--- config.mk ---
export PLATFORM = sky130hd
export DESIGN_NAME = swap_cfg_ctrl
export DESIGN_NICKNAME = d
export VERILOG_FILES = /design/src/rtl/swap_cfg_pkg.sv /design/src/rtl/swap_outstanding_cnt.sv /design/src/rtl/swap_cfg_ctrl.sv
export SDC_FILE = /design/constraint.sdc
export NUM_CORES = 1
export LEC_CHECK = 0
export ABC_AREA = 0
export BUFFER_PORTS_ARGS = -buffer_cell sky130_fd_sc_hd__buf_2
export CORE_ASPECT_RATIO = 1.5
export CORE_MARGIN = 2
export CORE_UTILIZATION = 35
export DETAILED_ROUTE_END_ITERATION = 12
export GPL_TIMING_DRIVEN = 0
export HOLD_SLACK_MARGIN = 0.05
export PLACE_DENSITY = 0.57
export SYNTH_ARGS = -nofsm -noshare
export SYNTH_HDL_FRONTEND = slang
export SYNTH_SLANG_ARGS = --single-unit
--- constraint.sdc ---
create_clock -name clk -period 5.3 [get_ports clk]
set_input_delay 0.265 -clock clk [delete_from_list [all_inputs] [get_ports clk]]
set_output_delay 0.265 -clock clk [all_outputs]
set_load 0.005 [all_outputs]
--- src/rtl/swap_cfg_pkg.sv ---
// Shared types for the swap-stage configuration controller: FSM states,
// the redirect entry layout and the drain-timeout counter width helper.
package swap_cfg_pkg;

  // Width of the source/target fields in a redirect entry
  localparam int SWAP_LOG_N = 2;

  typedef enum logic [2:0] {
    IDLE,
    DRAIN,
    APPLY,
    DONE,
    ERR
  } state_e;

  typedef struct packed {
    logic                  en;
    logic [SWAP_LOG_N-1:0] source;
    logic [SWAP_LOG_N-1:0] target;
  } entry_t;

  // Bits needed to count from 0 up to cycles-1 (at least one bit)
  function automatic int tmo_cnt_w(input int cycles);
    return (cycles > 2) ? $clog2(cycles) : 1;
  endfunction

endpackage

--- src/rtl/swap_outstanding_cnt.sv ---
// Per-port outstanding-transaction counter: saturating up/down with a
// zero flag used by the commit controller to detect a fully drained port.
module swap_outstanding_cnt #(
  parameter int CNT_W = 4
) (
  input  logic             clk,
  input  logic             rst,
  input  logic             inc,
  input  logic             dec,
  output logic [CNT_W-1:0] count,
  output logic             zero
);

  localparam logic [CNT_W-1:0] CNT_MAX = '1;

  // Count requests up and final responses down; hold at both rails
  always_ff @(posedge clk) begin
    if (rst) begin
      count <= '0;
    end else if (inc && !dec && (count != CNT_MAX)) begin
      count <= count + CNT_W'(1);
    end else if (dec && !inc && (count != '0)) begin
      count <= count - CNT_W'(1);
    end
  end

  assign zero = (count == '0);

endmodule

--- src/rtl/swap_cfg_ctrl.sv ---
// Configuration and commit controller for the region-match swap stage.
// Entries are written into a shadow bank and copied atomically into the
// active bank once every initiator port has no transaction in flight.
module swap_cfg_ctrl
  import swap_cfg_pkg::*;
#(
  parameter int N_INIT_PORT    = 8,
  parameter int LOG_N_INIT     = SWAP_LOG_N,
  parameter int IDX_W          = $clog2(N_INIT_PORT),
  parameter int CNT_W          = 4,
  parameter int TIMEOUT_CYCLES = 1024
) (
  input  logic                                   clk,
  input  logic                                   rst,
  input  logic                                   cfg_valid_i,
  output logic                                   cfg_ready_o,
  input  logic [IDX_W-1:0]                       cfg_idx_i,
  input  logic                                   cfg_en_i,
  input  logic [LOG_N_INIT-1:0]                  cfg_source_i,
  input  logic [LOG_N_INIT-1:0]                  cfg_target_i,
  input  logic                                   commit_req_i,
  input  logic [N_INIT_PORT-1:0]                 req_fire_i,
  input  logic [N_INIT_PORT-1:0]                 resp_fire_i,
  output logic                                   stall_o,
  output logic                                   busy_o,
  output logic                                   commit_done_o,
  output logic                                   commit_err_o,
  output logic [N_INIT_PORT-1:0]                 select_o,
  output logic [N_INIT_PORT-1:0][LOG_N_INIT-1:0] source_o,
  output logic [N_INIT_PORT-1:0][LOG_N_INIT-1:0] target_o
);

  localparam int             TMO_W    = tmo_cnt_w(TIMEOUT_CYCLES);
  localparam logic [TMO_W-1:0] TMO_LAST = TMO_W'(TIMEOUT_CYCLES - 1);

  state_e                 state_q;
  state_e                 state_d;
  entry_t                 shadow_q [N_INIT_PORT];
  entry_t                 active_q [N_INIT_PORT];
  entry_t                 wr_entry;
  logic                   cfg_fire;
  logic                   idx_ok;
  logic [TMO_W-1:0]       tmo_q;
  logic [N_INIT_PORT-1:0] cnt_zero;
  logic                   all_drained;

  assign cfg_fire = cfg_valid_i && cfg_ready_o;
  assign idx_ok   = (int'(cfg_idx_i) < N_INIT_PORT);
  assign wr_entry = '{en: cfg_en_i, source: cfg_source_i, target: cfg_target_i};

  // One outstanding counter per initiator port; drained when all are zero
  for (genvar p = 0; p < N_INIT_PORT; p++) begin : g_cnt
    swap_outstanding_cnt #(
      .CNT_W(CNT_W)
    ) u_cnt (
      .clk  (clk),
      .rst  (rst),
      .inc  (req_fire_i[p]),
      .dec  (resp_fire_i[p]),
      .count(),
      .zero (cnt_zero[p])
    );
  end

  assign all_drained = &cnt_zero;

  // Shadow bank: written only while idle; out-of-range indices are dropped
  always_ff @(posedge clk) begin
    if (rst) begin
      shadow_q <= '{default: '0};
    end else if (cfg_fire && idx_ok) begin
      shadow_q[cfg_idx_i] <= wr_entry;
    end
  end

  // Active bank: takes the whole shadow bank on the edge leaving APPLY
  always_ff @(posedge clk) begin
    if (rst) begin
      active_q <= '{default: '0};
    end else if (state_q == APPLY) begin
      active_q <= shadow_q;
    end
  end

  // Drain timer: counts cycles spent in DRAIN, cleared everywhere else
  always_ff @(posedge clk) begin
    if (rst) begin
      tmo_q <= '0;
    end else if (state_q == DRAIN) begin
      tmo_q <= tmo_q + TMO_W'(1);
    end else begin
      tmo_q <= '0;
    end
  end

  // State register
  always_ff @(posedge clk) begin
    if (rst) begin
      state_q <= IDLE;
    end else begin
      state_q <= state_d;
    end
  end

  // Next-state and status decode; a drained port set beats the timeout
  always_comb begin
    state_d       = state_q;
    cfg_ready_o   = 1'b0;
    stall_o       = 1'b0;
    busy_o        = 1'b1;
    commit_done_o = 1'b0;
    commit_err_o  = 1'b0;
    unique case (state_q)
      IDLE: begin
        cfg_ready_o = 1'b1;
        busy_o      = 1'b0;
        if (commit_req_i) begin
          state_d = DRAIN;
        end
      end
      DRAIN: begin
        stall_o = 1'b1;
        if (all_drained) begin
          state_d = APPLY;
        end else if (tmo_q == TMO_LAST) begin
          state_d = ERR;
        end
      end
      APPLY: begin
        stall_o = 1'b1;
        state_d = DONE;
      end
      DONE: begin
        commit_done_o = 1'b1;
        state_d       = IDLE;
      end
      ERR: begin
        commit_err_o = 1'b1;
        state_d      = IDLE;
      end
      default: begin
        state_d = IDLE;
      end
    endcase
  end

  // Unpack the active bank onto the swap-stage buses
  always_comb begin
    select_o = '0;
    source_o = '0;
    target_o = '0;
    for (int i = 0; i < N_INIT_PORT; i++) begin
      select_o[i] = active_q[i].en;
      source_o[i] = active_q[i].source;
      target_o[i] = active_q[i].target;
    end
  end

endmodule

==> reports/metrics.cfg, run 1 <==
[route]
postRouteAntennaNets = 0
dr_total_vias = 4478
iteration_0_drc_count_of_the_detailed_router = 141
detail_route.drc_violations = 0
drt_first_pass_iters = 5
avgRoutedWirePerCell_um = 14.0
drt-total-wl_mm = 12.7
route.detailed.vias_per_inst = 4.92

[clock_network]
postCtsHoldBufs = 0
clock_tree_buffer_depth = 2
clock_tree.root_cell = clkbuf_16
cts_tree = yes
cts.repair.resized = 0
cts.clk_slew.worst_paths_ns = 0.06
cts_setup_buffers = 0
clock_insertion_delay_worst_skew_ns = 0.42
numCtsBuffers = 17
ctsHtreeMaxLevel = 4
cts_sinks = 125

[yosys]
synthArstFlopShare_pct = 0
ys_seq_area_share_pct = 44.4
synth_seq_cells = 125
synth_largest_area_cell = dfxtp_1
postSynthCellCount = 611
yosys_warnings = 0
netlist-cell-type-count = 39
synth.top_cells.by_area = dfxtp_1, mux2i_1, nand2_1, nor2_1, a21oi_1
synthesis.area_um2 = 5630
mappedNetlistNets = 664
number_of_enable_flip_flop_cells_after_synthesis = 0
ys_dominant_reg_cell = dfxtp_1
most_common_cell_in_the_synthesized_netlist = dfxtp_1
synth_commonest_cells = dfxtp_1, nand2_1, nor2_1, mux2i_1, a21oi_1
synth.avg_cell_area_um2 = 9.22
synth_top_area_share_pct = 44.4

[die]
horiz_die_dim_um = 108
dieArea_um2 = 17100
core-area_um2 = 15700
floorplan.initialDensity_pct = 35.9
num_io_pins = 73
die-height_um = 159
rows = 56

[sta]
timing_max_transition_violations_final = 0
finalHoldViolCount = 0
worst_clock_skew_ns = 0.00846
tightestPinTransition_ns = 0.777
layout_worst_path_cycle_share_pct = 44.7
max_clock_freq_mhz = 422
relSlewSlack_pct = 47.5
timing.setup.tns_ns = 0
post-route-min-period_ns = 2.37
rsz0062_at_grt = no
setup_viol = 0

[place]
port_bufs = 64
gp_routability_congestion = 0.796
place_hpwl_mm = 9.50

[layout]
flow.area_growth_from_synthesis_pct = 20.9
antenna-diode-count = 0
layout-drive-gt1-share_pct = 16.5
final_nets = 747

[setup_path]
worstSetupStartpointType = register
worst-setup-path-type = reg2reg
worstPathMaxFanout = 10
cp_data_required_time_ns = 5.59
cp_slowest_stage_delay_ns = 0.74
setup.reg_to_reg.worst_slack_ns = 2.93
worst-r2r-cell-count = 5
cpMaxStageDelayCell = nor4b_1
cp_num_cells = 5
worst_endpoint_data_arrival_time_ns = 2.66
cell_type_group_with_the_largest_total_delay_on_the_critical_path = simple AND/OR/NAND/NOR gates
critical_path_buf_inv_count = 1
worstPathCellList = clkbuf_1 -> nor4b_1 -> nand4b_1 -> mux2i_1 -> nor2_1
critical_path.endpoint_type = register

[grt]
grt_antenna_before_repair = 0
pin_count_of_the_biggest_net_entering_global_routing = 17
first_global_vias = 4523
grt.total_usage_pct = 15.5
overflow = 0
wire_length_of_the_first_global_routing_pass_mm = 21.4

[outcome]
run_status = finished clean

[hold_path]
timing.hold.worst_path_depth = 3
worst_hold_path_type = in2reg

[flow_run]
max_cap_violations = 0

[power]
finalPower_w = 0.00272
max-vdd-ir-drop_mv = 0.195
pwr_density_cell_nw_per_um2 = 399
static-leakage-power_nw = 2.86

logic make-up after synthesis:
family,synth area share (%)
AOI/OAI and AO/OA,9.95
DFF,44.4
and+or+nand+nor,21.0
adders and majority gates,6.62
muxes,11.6
xor gates and xnor gates,3.58
buffers and inverters,2.87
per-layer routing:
layer	vias up	wire length, um	track usage (%)
met5	-	0	0
li1	2273	-	-
met2	77	6520	27.8
met1	2112	5570	17.7
met4	0	196	5.42
met3	16	457	3.64
path summary, 6_finish.rpt:
| path | startpoint | end |
|---|---|---|
| setup / recovery | state_q[1] | shadow_q[21] |
| setup reg to reg | state_q[1] | shadow_q[21] |
| hold / removal | commit_req_i | state_q[0] |
| hold reg to reg | select_o[6] | select_o[6] |
worst register-to-register path, stage by stage (launching register included):
cell      delay [ns]
dfxtp_1         0.33
clkbuf_1        0.23
nor4b_1         0.74
nand4b_1        0.57
mux2i_1         0.31
nor2_1          0.06
cell type report:
cell class	count	area (um2)
buffer	35	146
clock buffer	17	425
clock inverter	15	176
fill	1529	8890
inverter	4	15.0
multi-input combinational	447	2970
sequential	125	2500
tap	203	254
timing repair buffer	64	320
metrics by stage:
step | hold WS [ns] | cell area, um2 | util, % | setup WS (ns) | instances
6_report | 0.126 | 6810 | 43.4 | 2.93 | 910
5_1_grt | 0.156 | 6810 | 43.4 | 2.82 | 910
4_1_cts | 0.116 | 6810 | 43.4 | 2.97 | 910
3_5_place_dp | 0.442 | 6210 | 39.5 | 3.07 | 878
3_3_place_gp | 0.428 | 6210 | 39.5 | 3.18 | 878
2_1_floorplan | 0.399 | 5630 | - | 3.31 | 611
layout by cell type, fill, tap and decap left out, types with 11 or more instances in the layout:
master,count
nor2_1,84
clkbuf_16,17
nor2b_1,16
a21oi_1,50
nand4_1,11
buf_2,64
ha_1,17
clkbuf_1,31
dfxtp_1,125
nand2_1,93
mux2i_1,56
xor2_1,18
state kept, by name, summed over array words and instances (netlist names):
name	cells
shadow_q	40
g_cnt.u_cnt.count	32
source_o	16
target_o	16
tmo_q	10
select_o	8
state_q	3
where the power goes:
group	internal, W	switching [W]	total, W
Clock	0.000710	0.000480	0.00119
Combinational	0.000221	0.000220	0.000441
Sequential	0.00101	0.0000788	0.00108
Total	0.00194	0.000778	0.00272
Power figures use the tool's default switching activity.
==> run 2, diff against run 1 <==
PLACE_DENSITY = 0.59   (was 0.57)
clock period = 2.1 ns   (was 5.3 ns; I/O delays follow)
==> run 2 against run 1 <==
Worst setup slack worse by 2.9 ns. Total power grew to 2.5 times the previous value. Design area up 2.8%. Hold slack worse by 0.0065 ns. Clock skew is 0.00051 ns lower. Count of clock-buffer cells in the layout is 3 higher. Sequential power rose to 2.6 times the previous value. Largest cell class unchanged. Final cell count is 1.4% higher. Sequential share of layout area fell by 0.38 points. Core utilization up 1.2 points. Non-clock buffer count rose by 13. Die area stayed put.
==> reports/metrics.cfg, run 2 (synthesis gave the netlist of run 1 again) <==
[outcome]
run_status = finished clean  ; unchanged

[sta]
post-route-min-period_ns = 2.02  ; was 2.37 ns
finalHoldViolCount = 0  ; unchanged
layout_worst_path_cycle_share_pct = 96.2  ; was 44.7%
relSlewSlack_pct = 45.7  ; was 47.5%
worst_clock_skew_ns = 0.00796  ; was 0.00846 ns
max_clock_freq_mhz = 495  ; was 422 MHz
setup_viol = 0  ; unchanged
tightestPinTransition_ns = 0.808  ; was 0.777 ns
timing_max_transition_violations_final = 0  ; unchanged

[power]
max-vdd-ir-drop_mv = 0.530  ; was 0.195 mV
pwr_density_cell_nw_per_um2 = 974  ; was 399 nW/um2
static-leakage-power_nw = 2.92  ; was 2.86 nW

[layout]
final_common_cell = dfxtp_1  ; unchanged
flow.area_growth_from_synthesis_pct = 24.3  ; was 20.9%
largestRegisters = shadow_q x40, g_cnt.u_cnt.count x32  ; unchanged
antenna-diode-count = 0  ; unchanged
layout-drive-gt1-share_pct = 23.2  ; was 16.5%
fraction_of_the_core_area_covered_by_cells_at_the_end_of_the_flow_pct = 44.6  ; was 43.4%
layout.cells.non_filler = 923  ; was 910
final_nets = 760  ; was 747
most-common-layout-cells = dfxtp_1, nand2_1, nor2_1  ; unchanged
register_name_with_the_most_flops = shadow_q  ; unchanged
largest_reg_flops = 40  ; unchanged

[setup_path]
cp_slowest_stage_delay_ns = 0.36  ; was 0.74 ns
cpMaxStageDelayCell = dfxtp_4  ; was nor4b_1
worstSetupStartpointType = register  ; unchanged
worst_endpoint_data_arrival_time_ns = 2.31  ; was 2.66 ns
worstPathCellList = nand4_1 -> nand2_2 -> ha_1 -> a21o_1 -> a2111oi_4 -> o21ba_2 -> mux2_2  ; was clkbuf_1 -> nor4b_1 -> nand4b_1 -> mux2i_1 -> nor2_1
worst-setup-path-type = reg2reg  ; unchanged
critical_path.endpoint_type = register  ; unchanged
worstPathMaxFanout = 5  ; was 10
cp_data_required_time_ns = 2.39  ; was 5.59 ns

[clock_network]
clock_tree_buffer_depth = 2  ; unchanged
ctsHtreeMaxLevel = 4  ; unchanged
clock_insertion_delay_worst_skew_ns = 0.41  ; was 0.42 ns
numCtsBuffers = 17  ; unchanged
cts.clk_slew.worst_paths_ns = 0.06  ; about the same
cts_sinks = 125  ; unchanged
clock_tree.root_cell = clkbuf_16  ; unchanged
cts_tree = yes  ; unchanged

[route]
iteration_0_drc_count_of_the_detailed_router = 121  ; was 141
met2_wirelength_mm = 6.80  ; was 6.52 mm
avgRoutedWirePerCell_um = 14.2  ; was 14.0 um
detail_route.drc_violations = 0  ; unchanged
drt_first_pass_iters = 4  ; was 5
met3_length_um = 515  ; was 457 um
postRouteAntennaNets = 0  ; unchanged
dr_total_vias = 4577  ; was 4,478
route.detailed.vias_per_inst = 4.96  ; was 4.92
drt-total-wl_mm = 13.1  ; was 12.7 mm
met1_routed_wirelength_after_detailed_routing_mm = 5.55  ; was 5.57 mm
highest_layer = met4  ; unchanged

[place]
gp_routability_congestion = 0.814  ; was 0.796
place_hpwl_mm = 9.77  ; was 9.50 mm
placed_cells = 878  ; unchanged
port_bufs = 64  ; unchanged

[die]
horiz_die_dim_um = 108  ; unchanged
die-height_um = 159  ; unchanged
dieArea_um2 = 17100  ; unchanged
floorplan.initialDensity_pct = 35.9  ; unchanged
rows = 56  ; unchanged
num_io_pins = 73  ; unchanged
core-area_um2 = 15700  ; unchanged

[grt]
overflow = 0  ; unchanged
first_global_vias = 4704  ; was 4,523
pin_count_of_the_biggest_net_entering_global_routing = 17  ; unchanged
grt.total_usage_pct = 16.1  ; was 15.5%
grt_antenna_before_repair = 0  ; unchanged
wire_length_of_the_first_global_routing_pass_mm = 22.2  ; was 21.4 mm

[flow_run]
max_cap_violations = 0  ; unchanged

[hold_path]
worst_hold_path_type = in2reg  ; unchanged

run 2: critical path, delay by kind of cell, from the launching register on:
| family | cells | cell delay (ns) |
|---|---|---|
| flip-flops | 1 | 0.36 |
| AND/OR/NAND/NOR | 2 | 0.21 |
| adder cells (fa/ha/maj) | 1 | 0.28 |
| AO/OA/AOI/OAI | 3 | 0.79 |
| multiplexers | 1 | 0.26 |
run 2: routing by layer:
layer / up-vias / GRT usage, %
li1: 2292 / -
met1: 2184 / 18.2
met2: 83 / 28.8
met3: 18 / 4.50
met4: 0 / 5.30
met5: - / 0
run 2: report_power, final:
| group | switching [W] | internal, W |
|---|---|---|
| Sequential | 0.000202 | 0.00257 |
| Clock | 0.00108 | 0.00176 |
| Combinational | 0.000611 | 0.000592 |
run 2: area by class of cell:
cell class / count / area (um2)
Fill cell: 1563 / 8700
Multi-Input combinational cell: 447 / 3040
Sequential cell: 125 / 2550
Clock buffer: 20 / 437
Timing Repair Buffer: 78 / 428
Tap cell: 203 / 254
Buffer: 34 / 144
Clock inverter: 12 / 140
Inverter: 4 / 15.0
run 2: metrics by stage:
stage	instance area (um2)	power, W	TNS (ns)	setup WS [ns]	hold slack, ns
6_report	7000	0.00682	0	0.0795	0.119
5_1_grt	7000	0.00718	-0.0132	-0.0132	0.118
4_1_cts	6880	0.00681	0	0.00823	0.105
3_5_place_dp	6210	0.00392	-1.29	-0.141	0.391
3_3_place_gp	6210	0.00384	-0.193	-0.0276	0.359
2_1_floorplan	5630	0.00365	0	0.113	0.239
run 2: worst paths after layout:
path | end | start | cells past startpoint | slack, ns
max | g_cnt[2].u_cnt.count[3] | g_cnt[2].u_cnt.count[1] | 7 | 0.08
min | g_cnt[5].u_cnt.count[3] | rst | 3 | 0.12
max reg2reg | g_cnt[2].u_cnt.count[3] | g_cnt[2].u_cnt.count[1] | 7 | 0.08
min reg2reg | select_o[2] | select_o[2] | 2 | 0.45
run 2: repair_timing:
| item | 4_1_cts | 5_1_grt |
|---|---|---|
| setup buffers | 6 | 7 |
| gates resized for setup | 19 | 32 |
| pin swaps | 3 | 8 |
| hold buffers | 1 | 0 |
| setup endpoints to repair | 27 | 38 |
| endpoints found under the hold margin | 1 | 0 |
